--- src/rtl/pipe_stage_skid.sv ---
// Elastic valid/ready pipeline stage with a one-entry skid buffer, flush,
// start gating and a saturating back-pressure counter.
module pipe_stage_skid #(
  parameter int CTRL_W = 2,
  parameter int DATA_W = 69,
  parameter int CNT_W  = 16
) (
  input  logic              clk_i,
  input  logic              rst_i,
  input  logic              start_i,
  input  logic              flush_i,
  input  logic              in_valid_i,
  output logic              in_ready_o,
  input  logic [CTRL_W-1:0] ctrl_i,
  input  logic [DATA_W-1:0] data_i,
  output logic              out_valid_o,
  input  logic              out_ready_i,
  output logic [CTRL_W-1:0] ctrl_o,
  output logic [DATA_W-1:0] data_o,
  output logic [CNT_W-1:0]  stall_cnt_o
);

  // Occupancy encoded directly as {main_valid, skid_valid}.
  typedef enum logic [1:0] {
    S_EMPTY = 2'b00,
    S_FULL  = 2'b10,
    S_SKID  = 2'b11
  } state_t;

  logic              r_main_vld;
  logic [CTRL_W-1:0] r_main_ctrl;
  logic [DATA_W-1:0] r_main_data;
  logic              r_skid_vld;
  logic [CTRL_W-1:0] r_skid_ctrl;
  logic [DATA_W-1:0] r_skid_data;
  logic [CNT_W-1:0]  r_stall_cnt;

  logic              w_acc;
  logic              w_emit;
  logic              w_stall;
  state_t            w_state;

  // Ready comes only from the skid flag, so upstream never sees a path from
  // out_ready_i. Reset is folded in so the stage refuses entries while held.
  assign in_ready_o = rst_i & start_i & ~r_skid_vld;
  assign w_acc      = in_valid_i & in_ready_o;
  assign w_emit     = r_main_vld & out_ready_i & start_i;
  assign w_stall    = start_i & r_main_vld & ~out_ready_i;
  assign w_state    = state_t'({r_main_vld, r_skid_vld});

  always_ff @(posedge clk_i or negedge rst_i) begin
    if (!rst_i) begin
      r_main_vld  <= 1'b0;
      r_main_ctrl <= '0;
      r_main_data <= '0;
      r_skid_vld  <= 1'b0;
      r_skid_ctrl <= '0;
      r_skid_data <= '0;
    end else if (start_i) begin
      if (flush_i) begin
        // Kill both entries; data is left as-is since it is never observed
        // without a valid.
        r_main_vld  <= 1'b0;
        r_main_ctrl <= '0;
        r_skid_vld  <= 1'b0;
        r_skid_ctrl <= '0;
      end else begin
        case (w_state)
          S_EMPTY: begin
            if (w_acc) begin
              r_main_vld  <= 1'b1;
              r_main_ctrl <= ctrl_i;
              r_main_data <= data_i;
            end
          end
          S_FULL: begin
            if (w_emit && w_acc) begin
              r_main_ctrl <= ctrl_i;
              r_main_data <= data_i;
            end else if (w_emit) begin
              r_main_vld  <= 1'b0;
              r_main_ctrl <= '0;
            end else if (w_acc) begin
              r_skid_vld  <= 1'b1;
              r_skid_ctrl <= ctrl_i;
              r_skid_data <= data_i;
            end
          end
          S_SKID: begin
            if (w_emit) begin
              r_main_ctrl <= r_skid_ctrl;
              r_main_data <= r_skid_data;
              r_skid_vld  <= 1'b0;
              r_skid_ctrl <= '0;
            end
          end
          default: begin
            // Skid without main cannot be reached; drop to a clean bubble.
            r_main_vld  <= 1'b0;
            r_main_ctrl <= '0;
            r_skid_vld  <= 1'b0;
            r_skid_ctrl <= '0;
          end
        endcase
      end
    end
  end

  always_ff @(posedge clk_i or negedge rst_i) begin
    if (!rst_i) begin
      r_stall_cnt <= '0;
    end else if (w_stall && (r_stall_cnt != {CNT_W{1'b1}})) begin
      r_stall_cnt <= r_stall_cnt + CNT_W'(1);
    end
  end

  assign out_valid_o = r_main_vld;
  assign ctrl_o      = r_main_ctrl;
  assign data_o      = r_main_data;
  assign stall_cnt_o = r_stall_cnt;

endmodule
--- config.mk ---
export PLATFORM = sky130hd
export DESIGN_NAME = pipe_stage_skid
export DESIGN_NICKNAME = d
export VERILOG_FILES = /design/src/rtl/pipe_stage_skid.sv
export SDC_FILE = /design/constraint.sdc
export NUM_CORES = 1
export LEC_CHECK = 0
export BUFFER_PORTS_ARGS = -buffer_cell sky130_fd_sc_hd__buf_2
export CAP_MARGIN = 30
export CORE_UTILIZATION = 40
export DETAILED_ROUTE_END_ITERATION = 8
export HOLD_SLACK_MARGIN = 0.12
export PLACE_DENSITY = 0.7
export SETUP_SLACK_MARGIN = 0.5
export SYNTH_ARGS = -nofsm -noshare
export SYNTH_HDL_FRONTEND = slang
export SYNTH_SLANG_ARGS = --single-unit
--- constraint.sdc ---
create_clock -name clk_i -period 2.2 [get_ports clk_i]
set_clock_uncertainty 0.05 [all_clocks]
set_input_delay 0.33 -clock clk_i [delete_from_list [all_inputs] [get_ports clk_i]]
set_output_delay 0.33 -clock clk_i [all_outputs]
set_load 0.01 [all_outputs]
==> results of run 1 <==
==> final timing paths <==
path	from	to	slack [ns]	cells past startpoint
setup reg to reg	r_skid_vld	r_skid_data[15]	0.52	5
max in group asynchronous	rst_i	data_o[54]	1.15	3
min in group clk_i	flush_i	out_valid_o	0.30	4
hold / removal	rst_i	r_skid_vld	-0.32	1
hold reg to reg	ctrl_o[0]	ctrl_o[0]	0.43	2
setup / recovery	r_skid_vld	r_skid_data[15]	0.52	5
==> what timing repair did <==
action,4_1_cts,5_1_grt
endpoints found under the setup margin,139,149
pin swaps,3,4
endpoints found under the hold margin,120,51
hold buffers,71,1
buffers inserted,6,6
resized for setup,10,30
gates cloned,5,9
==> state kept, by name, indices dropped and copies added (netlist names) <==
register	cells
r_skid_data	69
ctrl_o	2
out_valid_o	1
data_o	69
r_skid_vld	1
r_skid_ctrl	2
stall_cnt_o	16
==> where the power goes <==
group	total, mW	switching (mW)	internal (mW)
clock	2.84	1.22	1.63
combinational	1.32	0.669	0.652
sequential	3.52	0.213	3.30
==> cells in the final DEF, fill, tap and decap left out, types with 6 or more instances in the layout <==
cell / count
nor2_2: 9
buf_2: 164
mux2i_1: 69
dfrtp_1: 157
clkbuf_16: 25
nand2_1: 9
o21ai_0: 6
a21oi_1: 67
xnor2_1: 7
buf_4: 13
buf_16: 7
mux2_1: 38
dlygate4sd3_1: 72
nor2_1: 67
mux2_2: 32
nand4_1: 7
==> metal layers <==
layer / vias to the layer above / share of wire [%] / wire, microns / GRT usage, %
met4: 0 / 1.0 / 196 / 4.99
li1: 2508 / - / - / -
met2: 167 / 48 / 9130 / 33.2
met5: - / 0 / 0 / 0
met1: 2679 / 45 / 8630 / 26.3
met3: 17 / 6.4 / 1230 / 5.78
==> layout make-up <==
cell class,count,area (sq um),share of cell area [%]
tap,220,275,2.80
inverter,1,3.75,0.0382
multi-input combinational,365,2780,28.3
clock inverter,11,106,1.08
timing repair buffer,274,2200,22.4
sequential,160,4010,40.7
clock buffer,21,460,4.68
==> critical path, stage by stage (launching register included) <==
cell	delay [ns]
dfrtp_1	0.38
nand4b_4	0.22
nor3_4	0.18
buf_12	0.16
clkbuf_16	0.21
mux2_2	0.35
==> logic make-up after synthesis <==
family,share of synthesized area [%]
simple gates,8.31
flops,58.1
compound gates,7.30
fa+ha+maj,0.181
buf+inv,3.16
mux,21.5
xor+xnor,1.52
==> through the flow <==
| stage | power (mW) | worst slack, ns | std cells | util (%) |
|---|---|---|---|---|
| 3_5_place_dp | 4.66 | 0.283 | 921 | 47.5 |
| 6_report | 7.68 | 0.522 | 1052 | 58.9 |
| 3_3_place_gp | 4.63 | 0.324 | 921 | 47.5 |
| 2_1_floorplan | 4.08 | 0.501 | 557 | - |
| 5_1_grt | 8.05 | 0.464 | 1052 | 58.9 |
| 4_1_cts | 7.66 | 0.442 | 1035 | 56.5 |
==> impl_metrics.toml, run 1 <==
[placed_design]
hpwl_microns = 9280
post_dp_cell_area_sq_um = 7940
routabilityCongestion = 0.761
io_buffers = 165

[timing]
relSlewSlack_pct = 65.9
final_max_slew_viol_count = 0
fmax_ghz = 0.596
whs_ns = -0.321
hold_viol = 10
finalSetupViolCount = 0
post-route-min-period_ns = 1.68
worst_slew_pin_slew_ns = 0.512
tns_ns = 0
rsz0062_at_grt = "yes"
fin_crit_sh_pct = 76.3

[outcome]
violations = "hold timing"
status = "finished with violations"

[yosys]
synthMostInstantiatedCell = "dfrtp_1"
async_reset_ff_share_pct = 100
yosysTopAreaCellShare_pct = 58.1
yosys-top-cells-area = "dfrtp_1 58%, mux2i_1 10%, mux2_1 6.2%"
synth_edf_count = 0
syn_area_sq_um = 6890
synth_commonest_cells = "160 x dfrtp_1, 78 x nor2_1, 70 x a21oi_1"
yosysWarningCount = 0
synth_nets = 635
synthCells = 557
avgSynthCellArea_sq_um = 12.4
synth-seq-cells = 160
yosysSeqAreaShare_pct = 58.1
synth.distinct_cells = 43
synth_ff_type = "dfrtp_1"
synth_area_leader_cell = "dfrtp_1"

[worst_setup_path]
crit_required_ns = 2.45
endpoint_kind = "flip-flop"
worstSetupPathType = "flip-flop to flip-flop"
startpoint_type = "flip-flop"
cp.arrival_ns = 1.92
path_max_fanout = 15

[power_and_ir_drop]
p_leak_nw = 5.21
p_per_area_nw_per_um2 = 781
peakVddDrop_v = 0.000521

[die]
initial_core_util_pct = 41.3
die_h_microns = 133
core_area_sq_um = 16700
ios = 166
rows = 47
dieArea_sq_um = 17800
chipWidth_microns = 133

[detailed_routing]
antenna_left = 0
drtPass1Iterations = 4
vias = 5371
drt_iter0_drc = 316
drt-total-wl_microns = 19200
viasPerCell = 5.11
drc = 0
wl_per_cell_microns = 18.2

[clocking]
clk_path_buf_depth = 2
htreeDepth = 4
insertion_delay_ns = 0.42
cts.sinks = 160
cts_tree = "yes"
numCtsBuffers = 17
cts.clk_slew.worst_paths_ns = 0.07
clockRootBuffer = "clkbuf_16"

[global_routing]
gr-total-overflow = 0
grt_pass1_wl_microns = 28000
grt_start_max_net_pins = 74
grt_usage_pct = 20.2
antenna_found_initial = 0
first_global_vias = 5495

[finish]
syn_to_final_growth_pct = 42.7
finalNetCount = 897
antennaDiodeCount = 0
drive_gt1_share_pct = 35.1
final_area_sq_um = 9840
fillCellCount = 1377

[run]
cap_viol_max_count = 0

[worst_hold_path]
hp-class = "input port to asynchronous set/reset pin"
No activity file was read; power rests on OpenSTA's default activity.
==> run 2: changes to the inputs <==
- clock period: 2.2 -> 1.6 ns (I/O delays scaled with it)
==> impl_metrics.toml, run 2 (same netlist as run 1, synthesis figures left out) <==
[worst_setup_path]
startpoint_type = "flip-flop"
critPathSlowestCell = "dfrtp_2"
cp.arrival_ns = 2.01
path_cells = "buf_4, a221oi_4, buf_6, buf_12, buf_12, nor2_1, a21oi_1"
crit_path_frequent_cell = "buf_12"
endpoint_kind = "flip-flop"
max_stage_delay_ns = 0.46
path_max_fanout = 25
crit_required_ns = 1.87
worstSetupPathType = "flip-flop to flip-flop"

[detailed_routing]
drt-total-wl_microns = 18600
drt_iter0_drc = 248
vias = 5575
drc = 0
antenna_left = 0
drtPass1Iterations = 4
viasPerCell = 4.96
wl_per_cell_microns = 16.5

[global_routing]
grt_pass1_wl_microns = 28000
antenna_found_initial = 0
grt_start_max_net_pins = 131
first_global_vias = 5687
grt_usage_pct = 19.9
gr-total-overflow = 0

[placed_design]
hpwl_microns = 11300
dp_cells = 968
io_buffers = 165
routabilityCongestion = 0.830

[finish]
fin_cells = 1124
mostFrequentLayoutCells = "150 x dfrtp_1, 140 x buf_2, 76 x nor2_1, 76 x buf_4, 71 x dlygate4sd3_1"
finalNetCount = 971
syn_to_final_growth_pct = 55.4
drive_gt1_share_pct = 44.2
antennaDiodeCount = 0
mostFrequentLayoutCell = "dfrtp_1"

[run]
cap_viol_max_count = 0

[outcome]
status = "finished with violations"
violations = "hold timing, setup timing"

[timing]
rsz0062_at_grt = "yes"
hold_viol = 30
fmax_ghz = 0.574
final_max_slew_viol_count = 0
fin_crit_sh_pct = 109
finalSetupViolCount = 130
relSlewSlack_pct = 68.0
whs_ns = -0.155
fin_ws_ns = -0.142
post-route-min-period_ns = 1.74
tns_ns = -5.85
worst_slew_pin_slew_ns = 0.480

[power_and_ir_drop]
peakVddDrop_v = 0.000724
p_leak_nw = 5.63
p_per_area_nw_per_um2 = 1020

[clocking]
clockRootBuffer = "clkbuf_16"
clk_path_buf_depth = 2
cts.sinks = 160
numCtsBuffers = 17
holdBufCountCts = 71
insertion_delay_ns = 0.41
cts.clk_slew.worst_paths_ns = 0.06
cts_tree = "yes"
htreeDepth = 4

[die]
dieArea_sq_um = 17800
chipWidth_microns = 133
rows = 47
core_area_sq_um = 16700
initial_core_util_pct = 41.3
ios = 166
die_h_microns = 133

[worst_hold_path]
hp-class = "input port to asynchronous set/reset pin"
[run 2: final cells by class]
| cell class | instances | area (sq um) |
|---|---|---|
| Multi-Input combinational cell | 365 | 3060 |
| Clock inverter | 10 | 90.1 |
| Sequential cell | 160 | 4020 |
| Timing Repair Buffer | 348 | 2810 |
| Clock buffer | 20 | 457 |
| Inverter | 1 | 3.75 |
| Tap cell | 220 | 275 |
| Fill cell | 1249 | 5990 |
[run 2: per-stage QoR]
step	hold WS (ns)	setup WS [ns]	area, sq um	power [mW]	utilization [%]
finish	-0.155	-0.142	10700	10.9	64.1
global route	-0.132	-0.208	10700	11.5	64.1
CTS	-0.171	-0.0856	9950	10.6	59.6
detailed placement	0.283	-0.104	8520	6.54	51.0
global placement	0.273	-0.0427	8520	6.44	51.0
floorplan	-0.106	-0.0748	7090	5.64	-
[run 2: routing by layer]
layer  up-vias  track usage (%)  routed length, microns
met5         -                0                       0
met4         0             7.45                     301
met3        26             5.67                     924
met2       148             34.0                    9440
met1      2755             23.9                    7900
li1       2646                -                       -
[run 2: what timing repair did]
item                                   CTS  global route
endpoints found under the hold margin  166            30
setup buffers                            4            48
setup endpoints to repair              249           337
resized for setup                       30            78
gates cloned                             0             3
pin swaps                               19            24
[run 2: power breakdown]
part / switching [mW] / leakage, nW / internal (mW)
clock: 1.58 / 0.252 / 2.19
sequential: 0.330 / 2.03 / 4.55
combinational: 1.03 / 3.35 / 1.24
total: 2.94 / 5.63 / 7.98
[run 2: path summary, 6_finish.rpt]
check	start	endpoint	depth (start not counted)	slack, ns
max in group asynchronous	rst_i	r_skid_data[36]	3	0.91
max	out_valid_o	data_o[15]	7	-0.14
max reg2reg	out_valid_o	data_o[15]	7	-0.14
min reg2reg	r_skid_data[60]	r_skid_data[60]	1	0.43
min	rst_i	r_skid_vld	2	-0.15
min in group clk_i	flush_i	ctrl_o[1]	4	0.19
[run 2: worst max-delay path, delay by kind of cell, from the launching register on]
| kind | cells | cell delay [ns] |
|---|---|---|
| DFF | 1 | 0.46 |
| and+or+nand+nor | 1 | 0.07 |
| AOI/OAI and AO/OA | 2 | 0.46 |
| buffers and inverters | 4 | 0.60 |
==> run 3: changes to the inputs <==
- PLACE_DENSITY: 0.7 -> 0.72
- SETUP_SLACK_MARGIN: 0.5 -> unset
- clock period: 1.6 -> 1.43 ns (I/O delays scaled with it)
==> impl_metrics.toml, run 3 (same netlist as run 1, synthesis figures left out) <==
[worst_setup_path]
cp.arrival_ns = 2.02
worstSetupPathType = "flip-flop to flip-flop"
critPathSlowestCell = "dfrtp_1"
max_stage_delay_ns = 0.38
startpoint_type = "flip-flop"
crit_family = "buffers and inverters"
endpoint_kind = "flip-flop"
path_max_fanout = 14
crit_required_ns = 1.70
crit_buf_inv = 3
crit_path_frequent_cell = "buf_6"
r2r_slack_ns = -0.32
path_cells = "nand4b_4, buf_6, a221oi_4, buf_6, buf_12, nor2_1, a21oi_1"

[timing]
post-route-min-period_ns = 1.75
fin_crit_sh_pct = 122
rsz0062_at_grt = "yes"
fmax_ghz = 0.571
fin_ws_ns = -0.321
worst_slew_pin_slew_ns = 0.621
final_max_slew_viol_count = 0
hold_viol = 0
finalSetupViolCount = 157
relSlewSlack_pct = 58.6

[clocking]
cts.clk_slew.worst_paths_ns = 0.06
numCtsBuffers = 17
htreeDepth = 4
cts_tree = "yes"
cts.sinks = 160
clockRootBuffer = "clkbuf_16"
clk_path_buf_depth = 2
insertion_delay_ns = 0.41

[power_and_ir_drop]
netSwitchingPower_mw = 3.23
peakVddDrop_v = 0.000816
comb_power_share_pct = 18.0
p_leak_nw = 5.56
p_per_area_nw_per_um2 = 1130
total_power_mw = 12.1
pwr-share-clk_pct = 36.7
p_seq_share_pct = 45.3
p_int_mw = 8.84
switching_share_pct = 26.7

[die]
core_area_sq_um = 16700
ios = 166
initial_core_util_pct = 41.3
chipWidth_microns = 133
rows = 47
dieArea_sq_um = 17800
die_h_microns = 133

[finish]
multi_input_area_sq_um = 3180
syn_to_final_growth_pct = 55.6
final_area_sq_um = 10700
antennaDiodeCount = 0
mostFrequentLayoutCells = "162 x buf_2, 153 x dfrtp_1, 73 x dlygate4sd3_1, 69 x mux2i_1, 60 x nor2_1"
final_util_pct = 64.2
finalNetCount = 952
drive_gt1_share_pct = 45.6
fillCellCount = 1239
seqCellArea_sq_um = 4010
mostFrequentLayoutCell = "buf_2"

[outcome]
violations = "setup timing"
status = "finished with violations"

[detailed_routing]
drt-total-wl_microns = 18300
drc = 0
viasPerCell = 5.04
wl_per_cell_microns = 16.6
drt_iter0_drc = 228
drtPass1Iterations = 4
antenna_left = 0
vias = 5578

[global_routing]
antenna_found_initial = 0
grt_usage_pct = 19.6
grt_pass1_wl_microns = 27600
first_global_vias = 5768
grt_start_max_net_pins = 155
gr-total-overflow = 0

[placed_design]
io_buffers = 165
pre_cts_slack_ns = -0.265
routabilityCongestion = 0.780
post_dp_cell_area_sq_um = 8540
hpwl_microns = 10200

[worst_hold_path]
hp-class = "input port to flip-flop"

[run]
cap_viol_max_count = 0
run 3: cell count changes in the layout (fill, tap and decap cells not counted), sizes merged:
cell	delta
inv	+1
clkinv	-3
clkinvlp	-1
bufinv	+1
clkbuf	+10
dlygate4sd3	+2
buf	-28
run 3: routing by layer:
metal | track usage [%] | wire, microns | vias up
met3 | 4.60 | 923 | 21
met2 | 34.2 | 9410 | 153
li1 | - | - | 2610
met4 | 6.50 | 240 | 0
met1 | 23.6 | 7740 | 2794
met5 | 0 | 0 | -
run 3: worst paths after layout:
| check | start | end | cells past startpoint |
|---|---|---|---|
| worst max register to register | r_skid_vld | data_o[48] | 7 |
| worst min-delay path | flush_i | out_valid_o | 5 |
| min in group asynchronous | rst_i | stall_cnt_o[1] | 3 |
| max in group asynchronous | rst_i | r_skid_data[3] | 4 |
| worst min register to register | r_skid_data[6] | r_skid_data[6] | 1 |
| worst max-delay path | r_skid_vld | data_o[48] | 7 |
run 3: area by class of cell:
| type | count | share of cell area, % |
|---|---|---|
| clock buffers | 23 | 4.36 |
| clock inverters | 8 | 0.992 |
| inverters | 1 | 0.0350 |
| multi-input cells | 365 | 29.6 |
| flip-flops and latches | 160 | 37.4 |
| well taps | 220 | 2.57 |
| repair buffers | 329 | 25.0 |
run 3: what timing repair did:
item / 4_1_cts / 5_1_grt
buffers inserted: 14 / 5
gates cloned: 4 / 10
pin swaps: 18 / 7
resized for setup: 38 / 82
endpoints found under the hold margin: 148 / 0
hold buffers: 73 / 0
endpoints found under the setup margin: 158 / 308
run 3: power by group through the flow:
| stage | clock network [mW] | logic (mW) | registers [mW] |
|---|---|---|---|
| 2_1_floorplan | 0 | 0.609 | 5.70 |
| 3_3_place_gp | 0 | 1.76 | 5.45 |
| 3_5_place_dp | 0 | 1.81 | 5.47 |
| 4_1_cts | 4.55 | 2.01 | 5.41 |
| 5_1_grt | 4.73 | 2.38 | 5.53 |
| 6_report | 4.44 | 2.17 | 5.47 |
run 3: stage by stage:
stage,TNS (ns),hold WS (ns),std cells
final,-34.33,0.212,1106
after floorplan,-21.64,-0.131,557
after CTS,-32.08,0.184,1092
after detailed placement,-32.41,0.112,970
after global placement,-27.45,0.103,970
after global routing,-46.20,0.247,1106
run 3: worst reg2reg max path, stage by stage, from the launching register on:
cell	delay (ns)
dfrtp_1	0.38
nand4b_4	0.20
buf_6	0.14
a221oi_4	0.26
buf_6	0.23
buf_12	0.16
nor2_1	0.05
a21oi_1	0.17
